### src/rtl/router_sync.sv
// router_sync: address latch and channel control for the 1x3 router.
//
// Captures the 2-bit destination address when the controller decodes a header,
// steers the controller's write request to the selected output FIFO, returns
// that FIFO's full flag, and flushes any channel whose data sits unread for
// TIMEOUT consecutive cycles.
//
// Ports:
//   clock            sole clock, rising edge
//   resetn           synchronous active-low reset
//   detect_add       latch data_in as the new destination address
//   data_in[1:0]     header address (0..2 valid, 3 = no channel)
//   write_enb_reg    controller write request for the current byte
//   read_enb_0/1/2   destination-side read strobes
//   empty_0/1/2      FIFO empty flags
//   full_0/1/2       FIFO full flags
//   write_enb[2:0]   one-hot FIFO write enable
//   fifo_full        full flag of the addressed FIFO
//   vld_out_0/1/2    channel holds data
//   soft_reset_0/1/2 one-cycle flush pulse after a read timeout
module router_sync #(
  parameter int TIMEOUT = 30,
  parameter int CNT_W   = 5
) (
  input  logic       clock,
  input  logic       resetn,
  input  logic       detect_add,
  input  logic [1:0] data_in,
  input  logic       write_enb_reg,
  input  logic       read_enb_0,
  input  logic       read_enb_1,
  input  logic       read_enb_2,
  input  logic       empty_0,
  input  logic       empty_1,
  input  logic       empty_2,
  input  logic       full_0,
  input  logic       full_1,
  input  logic       full_2,
  output logic [2:0] write_enb,
  output logic       fifo_full,
  output logic       vld_out_0,
  output logic       vld_out_1,
  output logic       vld_out_2,
  output logic       soft_reset_0,
  output logic       soft_reset_1,
  output logic       soft_reset_2
);

  // Watchdogs count down from TIMEOUT-1; reaching zero on a stalled edge
  // means TIMEOUT consecutive stalled edges have been seen.
  localparam logic [CNT_W-1:0] CNT_LOAD = CNT_W'(TIMEOUT - 1);

  logic [1:0] addr;
  logic [2:0] vld;
  logic [2:0] rd;
  logic [2:0] soft_reset;

  always_ff @(posedge clock) begin
    if (!resetn) begin
      addr <= 2'b11;
    end else if (detect_add) begin
      addr <= data_in;
    end
  end

  always_comb begin
    write_enb = 3'b000;
    if (write_enb_reg) begin
      case (addr)
        2'd0:    write_enb = 3'b001;
        2'd1:    write_enb = 3'b010;
        2'd2:    write_enb = 3'b100;
        default: write_enb = 3'b000;
      endcase
    end
  end

  always_comb begin
    fifo_full = 1'b0;
    case (addr)
      2'd0:    fifo_full = full_0;
      2'd1:    fifo_full = full_1;
      2'd2:    fifo_full = full_2;
      default: fifo_full = 1'b0;
    endcase
  end

  assign vld = ~{empty_2, empty_1, empty_0};
  assign rd  = {read_enb_2, read_enb_1, read_enb_0};

  assign vld_out_0 = vld[0];
  assign vld_out_1 = vld[1];
  assign vld_out_2 = vld[2];

  for (genvar ch = 0; ch < 3; ch++) begin : g_wdog
    logic [CNT_W-1:0] cnt;
    logic             stall;

    assign stall = vld[ch] & ~rd[ch];

    always_ff @(posedge clock) begin
      if (!resetn) begin
        cnt            <= CNT_LOAD;
        soft_reset[ch] <= 1'b0;
      end else if (!stall) begin
        cnt            <= CNT_LOAD;
        soft_reset[ch] <= 1'b0;
      end else if (cnt == '0) begin
        // Reload so a persisting stall fires again TIMEOUT edges later.
        cnt            <= CNT_LOAD;
        soft_reset[ch] <= 1'b1;
      end else begin
        cnt            <= cnt - 1'b1;
        soft_reset[ch] <= 1'b0;
      end
    end
  end

  assign soft_reset_0 = soft_reset[0];
  assign soft_reset_1 = soft_reset[1];
  assign soft_reset_2 = soft_reset[2];

endmodule

### config.mk
export PLATFORM = sky130hd
export DESIGN_NAME = router_sync
export DESIGN_NICKNAME = d
export VERILOG_FILES = /design/src/rtl/router_sync.sv
export SDC_FILE = /design/constraint.sdc
export NUM_CORES = 1
export LEC_CHECK = 0
export CAP_MARGIN = 20
export CORE_UTILIZATION = 25
export CTS_CLUSTER_DIAMETER = 50
export DETAILED_ROUTE_END_ITERATION = 8
export DONT_BUFFER_PORTS = 1
export HOLD_SLACK_MARGIN = 0.06
export PLACE_DENSITY = 0.48
export RECOVER_POWER = 100
export SLEW_MARGIN = 20
export SYNTH_ARGS = -nofsm -noshare
export SYNTH_HDL_FRONTEND = slang
export SYNTH_SLANG_ARGS = --single-unit
### constraint.sdc
create_clock -name clock -period 1.8 [get_ports clock]
set_clock_uncertainty 0.1 [all_clocks]
set_input_delay 0.27 -clock clock [delete_from_list [all_inputs] [get_ports clock]]
set_output_delay 0.27 -clock clock [all_outputs]
set_load 0.01 [all_outputs]
; Yosys cells after proc, flatten, opt, wreduce, memory -nomap -nowiden
; Cells that the tools add are included.
[op_classes]
n_addsub = 3
eq_ne = 2
muxes = 6
bitwise_logic = 11
reduce_logical = 10
[ops]
columns = operator, count
row1 = $logic_not A5 Y1, 3
row2 = $sub A5 B1 Y5 const B, 3
row3 = $pmux W3 S3, 1
row4 = $reduce_or A3 Y1, 3
row5 = $not A1 Y1, 7
row6 = $reduce_and A2 Y1, 3
row7 = $and A1 B1 Y1, 3
row8 = $mux W1, 3
row9 = $mux W3, 1
row10 = $not A3 Y3, 1
row11 = $pmux W1 S3, 1
row12 = $eq A2 B1 Y1 const B, 1
row13 = $eq A2 B2 Y1 const B, 1
row14 = $logic_not A2 Y1, 1
[word_totals]
register_bits = 20
input_bits = 15
out_inout_bits = 10
elab_cells = 39

; Depth between registers and ports, before layout
; Gate-level depths: netlist of run 1.
[logic_depth]
ltp_word = 4
depth_mapped = 5
mapped_depth_nobuf = 5

; Worst setup path before layout of run 1
; OpenSTA, ideal clock, no wires.
[synth_path]
kind = register to register
start = reg g_wdog[2].cnt[0]
end = reg g_wdog[2].cnt[1]
setup_time_ns = 0.113
arrival_ns = 1.269
t_required_ns = 1.587
slack_ns = 0.318
path_stages_with_launch = 6
n_path_buf = 0
synth_period_minus_slack_ns = 1.482
path_cell_list = dfxtp_1 inv_1 ha_1 or4b_1 and4bb_4 nor2b_4
[synth_between]
elab_chain_cells = 2
word_cells_on_any_way = 3
cone_classes = add/sub: 1 / reduce/logical: 2
[synth_lines]
columns = element, line
row1 = start: declaration, 96  ; logic [CNT_W-1:0] cnt;
row2 = start signal: assignment, 113  ; cnt <= cnt - 1'b1;
row3 = branches (longest 2 deep; another with $sub A5 B1 Y5), -
; Parallel ways; which one is timed is not known.
; A chain may end at the register's enable or synchronous reset.

; Worst setup path after layout of run 1
; Same ends and word-level chain as after synthesis.

==> results of run 1 <==
[area by class of cell]
class,instances,area (µm²),share of cell area
Clock buffer,3,22.5,0.0209
Clock inverter,1,30.0,0.0279
Inverter,9,33.8,0.0314
Multi-Input combinational cell,58,433,0.402
Sequential cell,20,400,0.372
Tap cell,46,57.6,0.0534
Timing Repair Buffer,10,100,0.0929
[cell usage after synthesis (all sizes together)]
master	n
ha	6
nand2	16
nor2	3
and4bb	2
nand3b	1
and3	1
dfxtp	20
nor3	3
or4b	3
inv	9
xnor2	9
nor3b	4
and3b	1
nor2b	3
mux2i	3
nor4b	2
o21ai	1
[path summary, 6_finish.rpt]
check                                   start                     endpoint  slack [ns]  depth (start not counted)
setup reg to reg  g_wdog[2].cnt[0]$_SDFF_PP1_  g_wdog[2].cnt[1]$_SDFF_PP0_        0.20                          5
hold / removal                        empty_1  g_wdog[1].cnt[2]$_SDFF_PP1_        0.12                          2
hold reg to reg   g_wdog[1].cnt[0]$_SDFF_PP1_  g_wdog[1].cnt[0]$_SDFF_PP1_        0.31                          1
setup / recovery  g_wdog[2].cnt[0]$_SDFF_PP1_  g_wdog[2].cnt[1]$_SDFF_PP0_        0.20                          5
[kinds of logic (layout without fill, tap and decap cells)]
family / after synthesis / in the layout / share of synthesized area
flip-flops: 20 / 20 / 0.455
AND/OR/NAND/NOR: 39 / 39 / 0.293
buffers and inverters: 9 / 23 / 0.0383
AO/OA/AOI/OAI: 1 / 1 / 0.00568
XOR/XNOR: 9 / 9 / 0.0895
multiplexers: 3 / 3 / 0.0341
adder cells (fa/ha/maj): 6 / 6 / 0.0852
[metrics by stage]
stage	power [mW]	utilization	cell area, µm²
after floorplan	0.504	-	881
after global placement	0.509	0.279	938
after detailed placement	0.511	0.279	938
after CTS	0.902	0.324	1090
after global routing	0.923	0.320	1080
final	0.881	0.320	1080
[where the power goes]
group	leakage [nW]	switching, mW	internal [mW]
Combinational	0.224	0.0250	0.0365
Clock	0.0279	0.138	0.225
Sequential	0.163	0.00698	0.449
Total	0.414	0.170	0.711
[per-layer routing]
| metal | GRT usage | share of wire | up-vias |
|---|---|---|---|
| li1 | - | - | 315 |
| met1 | 0.109 | 0.45 | 271 |
| met2 | 0.163 | 0.46 | 22 |
| met3 | 0.0315 | 0.071 | 4 |
| met4 | 0.0476 | 0.015 | 0 |
| met5 | 0 | 0 | - |
[cells in the final DEF (no fill, tap or decap), types with 2 or more instances in the layout]
master          n
clkbuf_4        3
dfxtp_1        20
dlygate4sd3_1  10
ha_1            6
inv_1           9
mux2i_1         3
nand2_1        16
nor2_1          3
nor3_1          3
nor3b_1         4
nor4b_1         2
or4b_1          3
xnor2_1         9
[what timing repair did]
item,in CTS,in global routing
endpoints found under the setup margin,0,0
endpoints found under the hold margin,5,0
hold buffers,10,0
[registers in the layout, indices dropped and copies added, names as in the netlist]
signal / cells
soft_reset_2: 1
addr: 2
soft_reset_0: 1
soft_reset_1: 1
g_wdog.cnt: 15
==> report_table.html, run 1 <==
<table>
<tr><th>Metric</th><th>Value</th></tr>
<tr><th colspan="2">Yosys</th></tr>
<tr><td>Synth Register Bits</td><td>20</td></tr>
<tr><td>Count of distinct cell types in the synthesized netlist</td><td>18</td></tr>
<tr><td>Mapped cell area</td><td>881 µm²</td></tr>
<tr><td>Proportion of netlist area held by the largest area contributor</td><td>0.455</td></tr>
<tr><td>Number of cells produced by synthesis</td><td>87</td></tr>
<tr><td>Dominant cell type by area after synthesis</td><td>dfxtp_1</td></tr>
<tr><td>Seq/Total Area, Yosys</td><td>0.455</td></tr>
<tr><td>Synthesized Nets</td><td>108</td></tr>
<tr><td>Synth top area cells</td><td>dfxtp_1 45%, xnor2_1 8.9%, ha_1 8.5%</td></tr>
<tr><td>Synth warn</td><td>0</td></tr>
<tr><td>Average cell area after synthesis</td><td>between 10 and 15 µm²</td></tr>
<tr><th colspan="2">Drt</th></tr>
<tr><td>Number of iterations in the first detailed-routing pass</td><td>3</td></tr>
<tr><td>Routed wire length</td><td>1.56 mm</td></tr>
<tr><td>First DRT Iteration DRCs</td><td>12</td></tr>
<tr><td>Via-per-instance ratio</td><td>~4.2</td></tr>
<tr><td>Antenna Nets Post-Route</td><td>0</td></tr>
<tr><td>DRC errors left</td><td>0</td></tr>
<tr><td>Number of vias after detailed routing</td><td>612</td></tr>
<tr><td>WL per Instance</td><td>roughly 11 µm</td></tr>
<tr><th colspan="2">STA</th></tr>
<tr><td>Max Freq</td><td>between 600 and 700 MHz</td></tr>
<tr><td>Final-layout worst hold slack</td><td>0.124 ns</td></tr>
<tr><td>Final hold violations</td><td>0</td></tr>
<tr><td>Final worst-path cycle share</td><td>0.891</td></tr>
<tr><td>Post-layout minimum cycle time</td><td>1.60 ns</td></tr>
<tr><td>Max-slew violation total from the final report</td><td>0</td></tr>
<tr><td>Sum Neg Setup Slack</td><td>0 ns</td></tr>
<tr><td>Worst Setup Slack, final</td><td>0.196 ns</td></tr>
<tr><td>Setup repair after global routing missed its margin</td><td>false</td></tr>
<tr><td>Max transition margin</td><td>0.723</td></tr>
<tr><td>Least-Margin Pin Slew</td><td>0.414 ns</td></tr>
<tr><td>Final setup violation count</td><td>0</td></tr>
<tr><th colspan="2">Worst hold path</th></tr>
<tr><td>Min-Delay Path Class</td><td>in -&gt; reg</td></tr>
<tr><th colspan="2">CTS</th></tr>
<tr><td>Clock root cell</td><td>clkbuf_4</td></tr>
<tr><td>Post-CTS setup-driven buffer insertion count</td><td>0</td></tr>
<tr><td>Clk sink count</td><td>20</td></tr>
<tr><td>Post-cts gate resize count</td><td>0</td></tr>
<tr><td>TritonCTS clock tree</td><td>built</td></tr>
<tr><td>Clock latency on the worst-skew pair</td><td>0.30 ns</td></tr>
<tr><td>Inserted Clock Buffers</td><td>3</td></tr>
<tr><td>Maximum buffer depth of the clock tree</td><td>2</td></tr>
<tr><td>H-tree level count</td><td>1</td></tr>
<tr><td>Clock slew seen by the registers of the worst setup and hold paths</td><td>0.11 ns</td></tr>
<tr><th colspan="2">Global route</th></tr>
<tr><td>Leftover overflow at the end of global routing</td><td>0</td></tr>
<tr><td>Initial antenna violation count</td><td>0</td></tr>
<tr><td>First-pass GRT wire length</td><td>2.61 mm</td></tr>
<tr><td>Maximum number of pins on one net before global-route repair</td><td>13</td></tr>
<tr><td>Via count of the first global-routing pass</td><td>between 600 and 700</td></tr>
<tr><td>Total global-route track usage</td><td>0.0962</td></tr>
<tr><th colspan="2">Final layout</th></tr>
<tr><td>Antenna diode count</td><td>0</td></tr>
<tr><td>Fin nets</td><td>approximately 120</td></tr>
<tr><td>Area added between synthesis and finish</td><td>22.3%</td></tr>
<tr><td>Final standard cell count with taps included and fillers excluded</td><td>roughly 150</td></tr>
<tr><td>Fraction of final layout cells with drive strength greater than 1</td><td>0.0693</td></tr>
<tr><td>Number of filler cells placed in the layout</td><td>378</td></tr>
<tr><th colspan="2">Floorplan</th></tr>
<tr><td>Cell Rows</td><td>21</td></tr>
<tr><td>Core Area</td><td>3360 µm²</td></tr>
<tr><td>Die boundary width</td><td>between 60 and 70 µm</td></tr>
<tr><td>Number of top-level pins</td><td>25</td></tr>
<tr><td>Die height</td><td>61.4 µm</td></tr>
<tr><td>Initial core utilization</td><td>0.262</td></tr>
<tr><td>Die outline area</td><td>3770 µm²</td></tr>
<tr><th colspan="2">Critical path</th></tr>
<tr><td>Critical path endpoint category</td><td>flip-flop</td></tr>
<tr><td>Required time worst endpoint</td><td>1.91 ns</td></tr>
<tr><td>WP data arrival</td><td>1.71 ns</td></tr>
<tr><td>Count of buffering cells on the critical path with inverters included</td><td>1</td></tr>
<tr><td>Category of the worst setup path launch point</td><td>flip-flop</td></tr>
<tr><td>Kind of critical path</td><td>reg -&gt; reg</td></tr>
<tr><td>Largest stage delay on the critical path</td><td>0.45 ns</td></tr>
<tr><td>CP max stage cell</td><td>or4b_1</td></tr>
<tr><td>Crit-path leading delay family</td><td>simple AND/OR/NAND/NOR gates</td></tr>
<tr><td>Maximum fanout along the worst path</td><td>5</td></tr>
<tr><td>Cells traversed along the worst timing path</td><td>inv_1 -&gt; ha_1 -&gt; or4b_1 -&gt; and4bb_1 -&gt; nor2b_4</td></tr>
<tr><th colspan="2">Place</th></tr>
<tr><td>Worst setup slack after placement</td><td>0.233 ns</td></tr>
<tr><td>Number of placed instances, taps included</td><td>133</td></tr>
<tr><td>Gpl congestion</td><td>0.611</td></tr>
<tr><td>Port bufs</td><td>0</td></tr>
<tr><td>Placed wire-length estimate after detailed placement</td><td>1.11 mm</td></tr>
<tr><th colspan="2">Pwr</th></tr>
<tr><td>Static power due to leakage</td><td>0.414 nW</td></tr>
<tr><td>Power density of the placed cells</td><td>slightly above 800 nW/µm²</td></tr>
<tr><td>Worst IR drop on VDD</td><td>about 0.25 mV</td></tr>
<tr><th colspan="2">Run</th></tr>
<tr><td>Max_cap viols</td><td>0</td></tr>
<tr><th colspan="2">Run status</th></tr>
<tr><td>Status</td><td>finished clean</td></tr>
</table>
(Power assumes the default switching activity.)
==> run 2, diff against run 1 <==
--- a/config.mk
+++ b/config.mk
@@ -13,6 +13,7 @@
 export HOLD_SLACK_MARGIN = 0.06
 export PLACE_DENSITY = 0.48
 export RECOVER_POWER = 100
+export SETUP_SLACK_MARGIN = 0.4
 export SLEW_MARGIN = 20
 export SYNTH_ARGS = -nofsm -noshare
 export SYNTH_HDL_FRONTEND = slang
==> run 2 against run 1 <==
Net effect:
- core utilization increased by 1.9 points
- combinational power increased by 17%
- clock-buffer cell count grew 1
==> report_table.html, run 2 (same netlist as run 1, synthesis figures left out) <==
<table>
<tr><th>Metric</th><th>Value</th></tr>
<tr><th colspan="2">Global route</th></tr>
<tr><td>Initial antenna violation count</td><td>0</td></tr>
<tr><td>Met1 usage</td><td>0.0960</td></tr>
<tr><td>First-pass GRT wire length</td><td>around 2.6 mm</td></tr>
<tr><td>Via count of the first global-routing pass</td><td>628</td></tr>
<tr><td>Most used routing layer</td><td>met2</td></tr>
<tr><td>Global routing met2 resource utilization</td><td>0.177</td></tr>
<tr><td>Maximum number of pins on one net before global-route repair</td><td>12</td></tr>
<tr><td>Total global-route track usage</td><td>0.0997</td></tr>
<tr><td>GRT met3 Usage</td><td>0.0378</td></tr>
<tr><td>Leftover overflow at the end of global routing</td><td>0</td></tr>
<tr><th colspan="2">Critical path</th></tr>
<tr><td>Category of the worst setup path launch point</td><td>flip-flop</td></tr>
<tr><td>Maximum fanout along the worst path</td><td>5</td></tr>
<tr><td>Crit-path leading delay family</td><td>simple AND/OR/NAND/NOR gates</td></tr>
<tr><td>Count of buffering cells on the critical path with inverters included</td><td>1</td></tr>
<tr><td>Largest stage delay on the critical path</td><td>0.46 ns</td></tr>
<tr><td>Kind of critical path</td><td>reg -&gt; reg</td></tr>
<tr><td>Critical path endpoint category</td><td>flip-flop</td></tr>
<tr><td>CP max stage cell</td><td>or4b_4</td></tr>
<tr><td>WP data arrival</td><td>1.71 ns</td></tr>
<tr><td>Cells traversed along the worst timing path</td><td>inv_2 -&gt; ha_1 -&gt; or4b_4 -&gt; and4bb_1 -&gt; nor2b_4</td></tr>
<tr><td>Required time worst endpoint</td><td>1.91 ns</td></tr>
<tr><th colspan="2">STA</th></tr>
<tr><td>Final hold violations</td><td>0</td></tr>
<tr><td>Max transition margin</td><td>0.719</td></tr>
<tr><td>Post-layout minimum cycle time</td><td>1.60 ns</td></tr>
<tr><td>Setup repair after global routing missed its margin</td><td>true</td></tr>
<tr><td>Sum Neg Setup Slack</td><td>0 ns</td></tr>
<tr><td>Final setup violation count</td><td>0</td></tr>
<tr><td>Max-slew violation total from the final report</td><td>0</td></tr>
<tr><td>Final worst-path cycle share</td><td>0.892</td></tr>
<tr><td>Least-Margin Pin Slew</td><td>0.421 ns</td></tr>
<tr><td>Max Freq</td><td>623 MHz</td></tr>
<tr><th colspan="2">Place</th></tr>
<tr><td>Gpl congestion</td><td>0.668</td></tr>
<tr><td>Port bufs</td><td>0</td></tr>
<tr><td>Number of placed instances, taps included</td><td>133</td></tr>
<tr><td>Placed wire-length estimate after detailed placement</td><td>1.07 mm</td></tr>
<tr><th colspan="2">CTS</th></tr>
<tr><td>Inserted Clock Buffers</td><td>3</td></tr>
<tr><td>Clock slew seen by the registers of the worst setup and hold paths</td><td>between 0.1 and 0.15 ns</td></tr>
<tr><td>Maximum buffer depth of the clock tree</td><td>2</td></tr>
<tr><td>Clock latency on the worst-skew pair</td><td>0.30 ns</td></tr>
<tr><td>TritonCTS clock tree</td><td>built</td></tr>
<tr><td>Clock root cell</td><td>clkbuf_4</td></tr>
<tr><td>Clk sink count</td><td>20</td></tr>
<tr><td>H-tree level count</td><td>1</td></tr>
<tr><th colspan="2">Floorplan</th></tr>
<tr><td>Core Area</td><td>3360 µm²</td></tr>
<tr><td>Number of top-level pins</td><td>25</td></tr>
<tr><td>Die height</td><td>61.4 µm</td></tr>
<tr><td>Die outline area</td><td>3770 µm²</td></tr>
<tr><td>Die boundary width</td><td>61.4 µm</td></tr>
<tr><td>Initial core utilization</td><td>0.262</td></tr>
<tr><td>Cell Rows</td><td>21</td></tr>
<tr><th colspan="2">Drt</th></tr>
<tr><td>Number of vias after detailed routing</td><td>655</td></tr>
<tr><td>Routed wire length</td><td>roughly 1.7 mm</td></tr>
<tr><td>Via-per-instance ratio</td><td>4.23</td></tr>
<tr><td>DRC errors left</td><td>0</td></tr>
<tr><td>WL per Instance</td><td>around 11 µm</td></tr>
<tr><td>Antenna Nets Post-Route</td><td>0</td></tr>
<tr><td>Number of iterations in the first detailed-routing pass</td><td>3</td></tr>
<tr><td>First DRT Iteration DRCs</td><td>3</td></tr>
<tr><th colspan="2">Final layout</th></tr>
<tr><td>Antenna diode count</td><td>0</td></tr>
<tr><td>Flip-flop count of the largest register, all copies and words added</td><td>15</td></tr>
<tr><td>Fraction of final layout cells with drive strength greater than 1</td><td>0.248</td></tr>
<tr><td>Area added between synthesis and finish</td><td>29.4%</td></tr>
<tr><td>Commonest non-fill, non-tap cell in the layout</td><td>dfxtp_1</td></tr>
<tr><td>Top register by number of flip-flops</td><td>g_wdog.cnt</td></tr>
<tr><td>Fin nets</td><td>approximately 130</td></tr>
<tr><td>Number of filler cells placed in the layout</td><td>369</td></tr>
<tr><td>Leading registers by flop count</td><td>g_wdog.cnt x15, addr x2</td></tr>
<tr><td>Final standard cell count with taps included and fillers excluded</td><td>155</td></tr>
<tr><td>Fraction of the core area covered by cells at the end of the flow</td><td>0.339</td></tr>
<tr><td>Leading cell types in the layout, fill and taps excluded</td><td>17 x dfxtp_1, 12 x nand2_1, 10 x dlygate4sd3_1</td></tr>
<tr><th colspan="2">Pwr</th></tr>
<tr><td>Total Power Consumption</td><td>0.787 mW</td></tr>
<tr><td>Worst IR drop on VDD</td><td>0.227 mV</td></tr>
<tr><td>Static power due to leakage</td><td>0.450 nW</td></tr>
<tr><td>Power density of the placed cells</td><td>691 nW/µm²</td></tr>
<tr><th colspan="2">Run</th></tr>
<tr><td>Max_cap viols</td><td>0</td></tr>
<tr><th colspan="2">Run status</th></tr>
<tr><td>Status</td><td>finished clean</td></tr>
<tr><th colspan="2">Worst hold path</th></tr>
<tr><td>Min-Delay Path Class</td><td>in -&gt; reg</td></tr>
</table>
run 2: cell count changes in the layout (fill, tap and decap cells not counted), sizes merged:
cell and delta:
buf +8, bufinv -1, clkbuf +1
run 2: where the power goes:
| part | internal, mW | leakage, nW | switching (mW) |
|---|---|---|---|
| Combinational | 0.0423 | 0.266 | 0.0296 |
| Clock | 0.123 | 0.0210 | 0.135 |
| Sequential | 0.450 | 0.163 | 0.00685 |
run 2: area by class of cell:
class | count | area (µm²) | share of cell area
Clock buffer | 4 | 36.3 | 0.0318
Sequential cell | 20 | 404 | 0.355
Tap cell | 46 | 57.6 | 0.0505
Inverter | 9 | 33.8 | 0.0296
Multi-Input combinational cell | 58 | 448 | 0.393
Timing Repair Buffer | 18 | 160 | 0.141
run 2: worst paths after layout:
path	startpoint	to	slack (ns)	cells after the start
max	g_wdog[2].cnt[0]$_SDFF_PP1_	g_wdog[2].cnt[1]$_SDFF_PP0_	0.20	5
min	resetn	g_wdog[0].cnt[3]$_SDFF_PP1_	0.16	2
max reg2reg	g_wdog[2].cnt[0]$_SDFF_PP1_	g_wdog[2].cnt[1]$_SDFF_PP0_	0.20	5
min reg2reg	g_wdog[0].cnt[4]$_SDFF_PP1_	g_wdog[0].cnt[4]$_SDFF_PP1_	0.41	2
run 2: timing repair:
action                     in CTS  in global routing
buffers inserted                4                  4
hold buffers                   10                  0
setup endpoints to repair      20                 21
pin swaps                       3                  5
resized for setup              16                 10
hold endpoints to repair        5                  0
run 2: metal layers:
metal	part of all wire	wire (µm)
met2	0.52	880
met1	0.40	674
met4	0.029	49
met3	0.054	92
met5	0	0
run 2: through the flow:
stage | setup slack [ns] | area, µm² | hold slack, ns
3_3_place_gp | 0.277 | 942 | 0.236
2_1_floorplan | 0.318 | 885 | 0.232
6_report | 0.195 | 1140 | 0.164
4_1_cts | 0.265 | 1130 | 0.0853
3_5_place_dp | 0.251 | 942 | 0.238
5_1_grt | 0.128 | 1140 | 0.162
==> run 3, diff against run 2 <==
--- a/config.mk
+++ b/config.mk
@@ -5,15 +5,18 @@
 export SDC_FILE = /design/constraint.sdc
 export NUM_CORES = 1
 export LEC_CHECK = 0
-export CAP_MARGIN = 20
+export CAP_MARGIN = 10
+export CELL_PAD_IN_SITES_DETAIL_PLACEMENT = 1
+export CELL_PAD_IN_SITES_GLOBAL_PLACEMENT = 1
 export CORE_UTILIZATION = 25
 export CTS_CLUSTER_DIAMETER = 50
 export DETAILED_ROUTE_END_ITERATION = 8
 export DONT_BUFFER_PORTS = 1
 export HOLD_SLACK_MARGIN = 0.06
-export PLACE_DENSITY = 0.48
+export PLACE_DENSITY = 0.57
 export RECOVER_POWER = 100
 export SETUP_SLACK_MARGIN = 0.4
+export SKIP_CTS_REPAIR_TIMING = 1
 export SLEW_MARGIN = 20
 export SYNTH_ARGS = -nofsm -noshare
 export SYNTH_HDL_FRONTEND = slang
==> run 3 against run 2 <==
Net effect:
- global-route usage is 1.1 points lower
- wire length increased by 12%
- final cell count is 0.65% lower
- sequential power barely moved
- combinational power rose by 8.1%
- final area up 3.3%
- non-clock buffer count is 1 lower
- flip-flop and latch count unchanged
- critical path type unchanged
- largest cell class unchanged
==> report_table.html, run 3 (same netlist as run 1, synthesis figures left out) <==
<table>
<tr><th>Metric</th><th>Value</th></tr>
<tr><th colspan="2">Pwr</th></tr>
<tr><td>Share of total power in the clock network</td><td>0.320</td></tr>
<tr><td>Cell internal power dissipation</td><td>0.619 mW</td></tr>
<tr><td>Power spent charging and discharging nets</td><td>0.168 mW</td></tr>
<tr><td>Part of the total power dissipated in combinational logic</td><td>0.099</td></tr>
<tr><td>Worst IR drop on VDD</td><td>0.183 mV</td></tr>
<tr><td>Power density of the placed cells</td><td>~670 nW/µm²</td></tr>
<tr><td>Seq pwr share</td><td>0.581</td></tr>
<tr><td>Static power due to leakage</td><td>0.446 nW</td></tr>
<tr><td>Switch share</td><td>0.213</td></tr>
<tr><th colspan="2">Place</th></tr>
<tr><td>Port bufs</td><td>0</td></tr>
<tr><td>Placed wire-length estimate after detailed placement</td><td>1.24 mm</td></tr>
<tr><td>Gpl congestion</td><td>0.640</td></tr>
<tr><td>Worst setup slack after placement</td><td>0.236 ns</td></tr>
<tr><th colspan="2">Drt</th></tr>
<tr><td>First DRT Iteration DRCs</td><td>8</td></tr>
<tr><td>Via-per-instance ratio</td><td>around 4.3</td></tr>
<tr><td>Number of vias after detailed routing</td><td>662</td></tr>
<tr><td>Routed wire length</td><td>1.90 mm</td></tr>
<tr><td>WL per Instance</td><td>roughly 12 µm</td></tr>
<tr><td>Routed met2 length</td><td>1.02 mm</td></tr>
<tr><td>DRC errors left</td><td>0</td></tr>
<tr><td>Number of iterations in the first detailed-routing pass</td><td>2</td></tr>
<tr><td>Amount of wire on met3 after detailed routing</td><td>around 100 µm</td></tr>
<tr><td>DR top layer</td><td>met4</td></tr>
<tr><td>Antenna Nets Post-Route</td><td>0</td></tr>
<tr><td>Metal1 wirelength</td><td>about 760 µm</td></tr>
<tr><th colspan="2">Critical path</th></tr>
<tr><td>Reg-to-reg startpoint</td><td>g_wdog[0].cnt[0]$_SDFF_PP1_</td></tr>
<tr><td>Worst flop-to-flop path endpoint</td><td>g_wdog[0].cnt[1]$_SDFF_PP0_</td></tr>
<tr><td>Maximum fanout along the worst path</td><td>5</td></tr>
<tr><td>CP Depth</td><td>5</td></tr>
<tr><td>Launching element of the worst setup path</td><td>g_wdog[0].cnt[0]$_SDFF_PP1_</td></tr>
<tr><td>Crit-path leading delay family</td><td>simple AND/OR/NAND/NOR gates</td></tr>
<tr><td>Category of the worst setup path launch point</td><td>flip-flop</td></tr>
<tr><td>Required time worst endpoint</td><td>1.90 ns</td></tr>
<tr><td>Flop2flop setup slack</td><td>0.18 ns</td></tr>
<tr><td>CP max stage cell</td><td>or4b_1</td></tr>
<tr><td>R2R depth</td><td>5</td></tr>
<tr><td>Worst setup path endpoint</td><td>g_wdog[0].cnt[1]$_SDFF_PP0_</td></tr>
<tr><td>Kind of critical path</td><td>reg -&gt; reg</td></tr>
<tr><td>Largest stage delay on the critical path</td><td>between 0.4 and 0.5 ns</td></tr>
<tr><td>Cells traversed along the worst timing path</td><td>inv_1 -&gt; ha_4 -&gt; or4b_1 -&gt; and3_1 -&gt; nor2b_4</td></tr>
<tr><td>Critical path endpoint category</td><td>flip-flop</td></tr>
<tr><td>Count of buffering cells on the critical path with inverters included</td><td>1</td></tr>
<tr><td>WP data arrival</td><td>1.71 ns</td></tr>
<tr><th colspan="2">Worst hold path</th></tr>
<tr><td>Min-Delay Path Class</td><td>in -&gt; reg</td></tr>
<tr><th colspan="2">Final layout</th></tr>
<tr><td>Area added between synthesis and finish</td><td>33.7%</td></tr>
<tr><td>Antenna diode count</td><td>0</td></tr>
<tr><td>Fin nets</td><td>130</td></tr>
<tr><td>Commonest non-fill, non-tap cell in the layout</td><td>dfxtp_1</td></tr>
<tr><td>Top register by number of flip-flops</td><td>g_wdog.cnt</td></tr>
<tr><td>Fraction of final layout cells with drive strength greater than 1</td><td>0.287</td></tr>
<tr><td>Leading cell types in the layout, fill and taps excluded</td><td>17 x dfxtp_1, 12 x nand2_1, 10 x dlygate4sd3_1</td></tr>
<tr><td>Flip-flop count of the largest register, all copies and words added</td><td>15</td></tr>
<tr><td>Number of filler cells placed in the layout</td><td>417</td></tr>
<tr><td>Leading registers by flop count</td><td>g_wdog.cnt x15, addr x2</td></tr>
<tr><th colspan="2">Global route</th></tr>
<tr><td>Via count of the first global-routing pass</td><td>591</td></tr>
<tr><td>Maximum number of pins on one net before global-route repair</td><td>12</td></tr>
<tr><td>First-pass GRT wire length</td><td>roughly 2.4 mm</td></tr>
<tr><td>Initial antenna violation count</td><td>0</td></tr>
<tr><td>Leftover overflow at the end of global routing</td><td>0</td></tr>
<tr><td>Total global-route track usage</td><td>0.0887</td></tr>
<tr><th colspan="2">Floorplan</th></tr>
<tr><td>Die boundary width</td><td>approximately 60 µm</td></tr>
<tr><td>Cell Rows</td><td>21</td></tr>
<tr><td>Die outline area</td><td>3770 µm²</td></tr>
<tr><td>Initial core utilization</td><td>0.262</td></tr>
<tr><td>Die height</td><td>61.4 µm</td></tr>
<tr><td>Core Area</td><td>3360 µm²</td></tr>
<tr><td>Number of top-level pins</td><td>25</td></tr>
<tr><th colspan="2">STA</th></tr>
<tr><td>Final setup violation count</td><td>0</td></tr>
<tr><td>Max transition margin</td><td>0.733</td></tr>
<tr><td>Worst Setup Slack, final</td><td>0.184 ns</td></tr>
<tr><td>Max-slew violation total from the final report</td><td>0</td></tr>
<tr><td>Max Freq</td><td>619 MHz</td></tr>
<tr><td>Least-Margin Pin Slew</td><td>0.399 ns</td></tr>
<tr><td>Sum Neg Setup Slack</td><td>0 ns</td></tr>
<tr><td>Setup repair after global routing missed its margin</td><td>true</td></tr>
<tr><td>Final hold violations</td><td>0</td></tr>
<tr><td>Final worst-path cycle share</td><td>0.898</td></tr>
<tr><td>Post-layout minimum cycle time</td><td>1.62 ns</td></tr>
<tr><th colspan="2">Run</th></tr>
<tr><td>Max_cap viols</td><td>0</td></tr>
<tr><th colspan="2">CTS</th></tr>
<tr><td>Clk sink count</td><td>20</td></tr>
<tr><td>Maximum buffer depth of the clock tree</td><td>2</td></tr>
<tr><td>Inserted Clock Buffers</td><td>3</td></tr>
<tr><td>Clock latency on the worst-skew pair</td><td>0.29 ns</td></tr>
<tr><td>Clock root cell</td><td>clkbuf_4</td></tr>
<tr><td>Clock slew seen by the registers of the worst setup and hold paths</td><td>roughly 0.11 ns</td></tr>
<tr><td>H-tree level count</td><td>1</td></tr>
<tr><td>TritonCTS clock tree</td><td>built</td></tr>
<tr><th colspan="2">Run status</th></tr>
<tr><td>Status</td><td>finished clean</td></tr>
</table>
==> run 3: layout make-up <==
type	instances	area, µm²	area share
inverters	9	33.8	0.0287
repair buffers	17	153	0.130
clock buffers	4	36.3	0.0308
flip-flops and latches	20	404	0.343
multi-input cells	58	493	0.419
well taps	46	57.6	0.0489
==> run 3: power by group through the flow <==
stage	sequential, mW	clock [mW]	combinational [mW]
6_report	0.457	0.252	0.0778
5_1_grt	0.459	0.289	0.0863
4_1_cts	0.456	0.266	0.0451
3_5_place_dp	0.466	0	0.0448
3_3_place_gp	0.466	0	0.0439
2_1_floorplan	0.465	0	0.0392
==> run 3: per-stage QoR <==
| step | util | hold slack (ns) | total power [mW] | cells | cell area (µm²) |
|---|---|---|---|---|---|
| after floorplan | - | 0.232 | 0.504 | 87 | 885 |
| after global placement | 0.280 | 0.236 | 0.510 | 133 | 942 |
| after detailed placement | 0.280 | 0.238 | 0.511 | 133 | 942 |
| after CTS | 0.291 | -0.0754 | 0.767 | 137 | 978 |
| after global routing | 0.350 | 0.133 | 0.834 | 154 | 1180 |
| final | 0.350 | 0.144 | 0.787 | 154 | 1180 |
==> run 3: per-layer routing <==
layer,track usage,up-vias
met2,0.163,18
met4,0.0381,0
met5,0,-
li1,-,327
met1,0.0944,315
met3,0.0252,2
==> run 3: worst min-delay path by stage <==
stage,startpoint,end,slack (ns),cells after the start
global placement,resetn,addr[0]$_SDFFE_PN1P_,0.24,1
floorplan,resetn,addr[0]$_SDFFE_PN1P_,0.23,1
CTS,resetn,addr[0]$_SDFFE_PN1P_,-0.08,1
detailed placement,resetn,addr[0]$_SDFFE_PN1P_,0.24,1
finish,empty_2,g_wdog[2].cnt[3]$_SDFF_PP1_,0.14,2
global route,empty_2,g_wdog[2].cnt[4]$_SDFF_PP1_,0.13,2
==> run 3: worst register-to-register path, cell delays in order (launching register included) <==
cell and delay, ns:
dfxtp_1 0.33, inv_1 0.11, ha_4 0.14, or4b_1 0.44, and3_1 0.26, nor2b_4 0.15
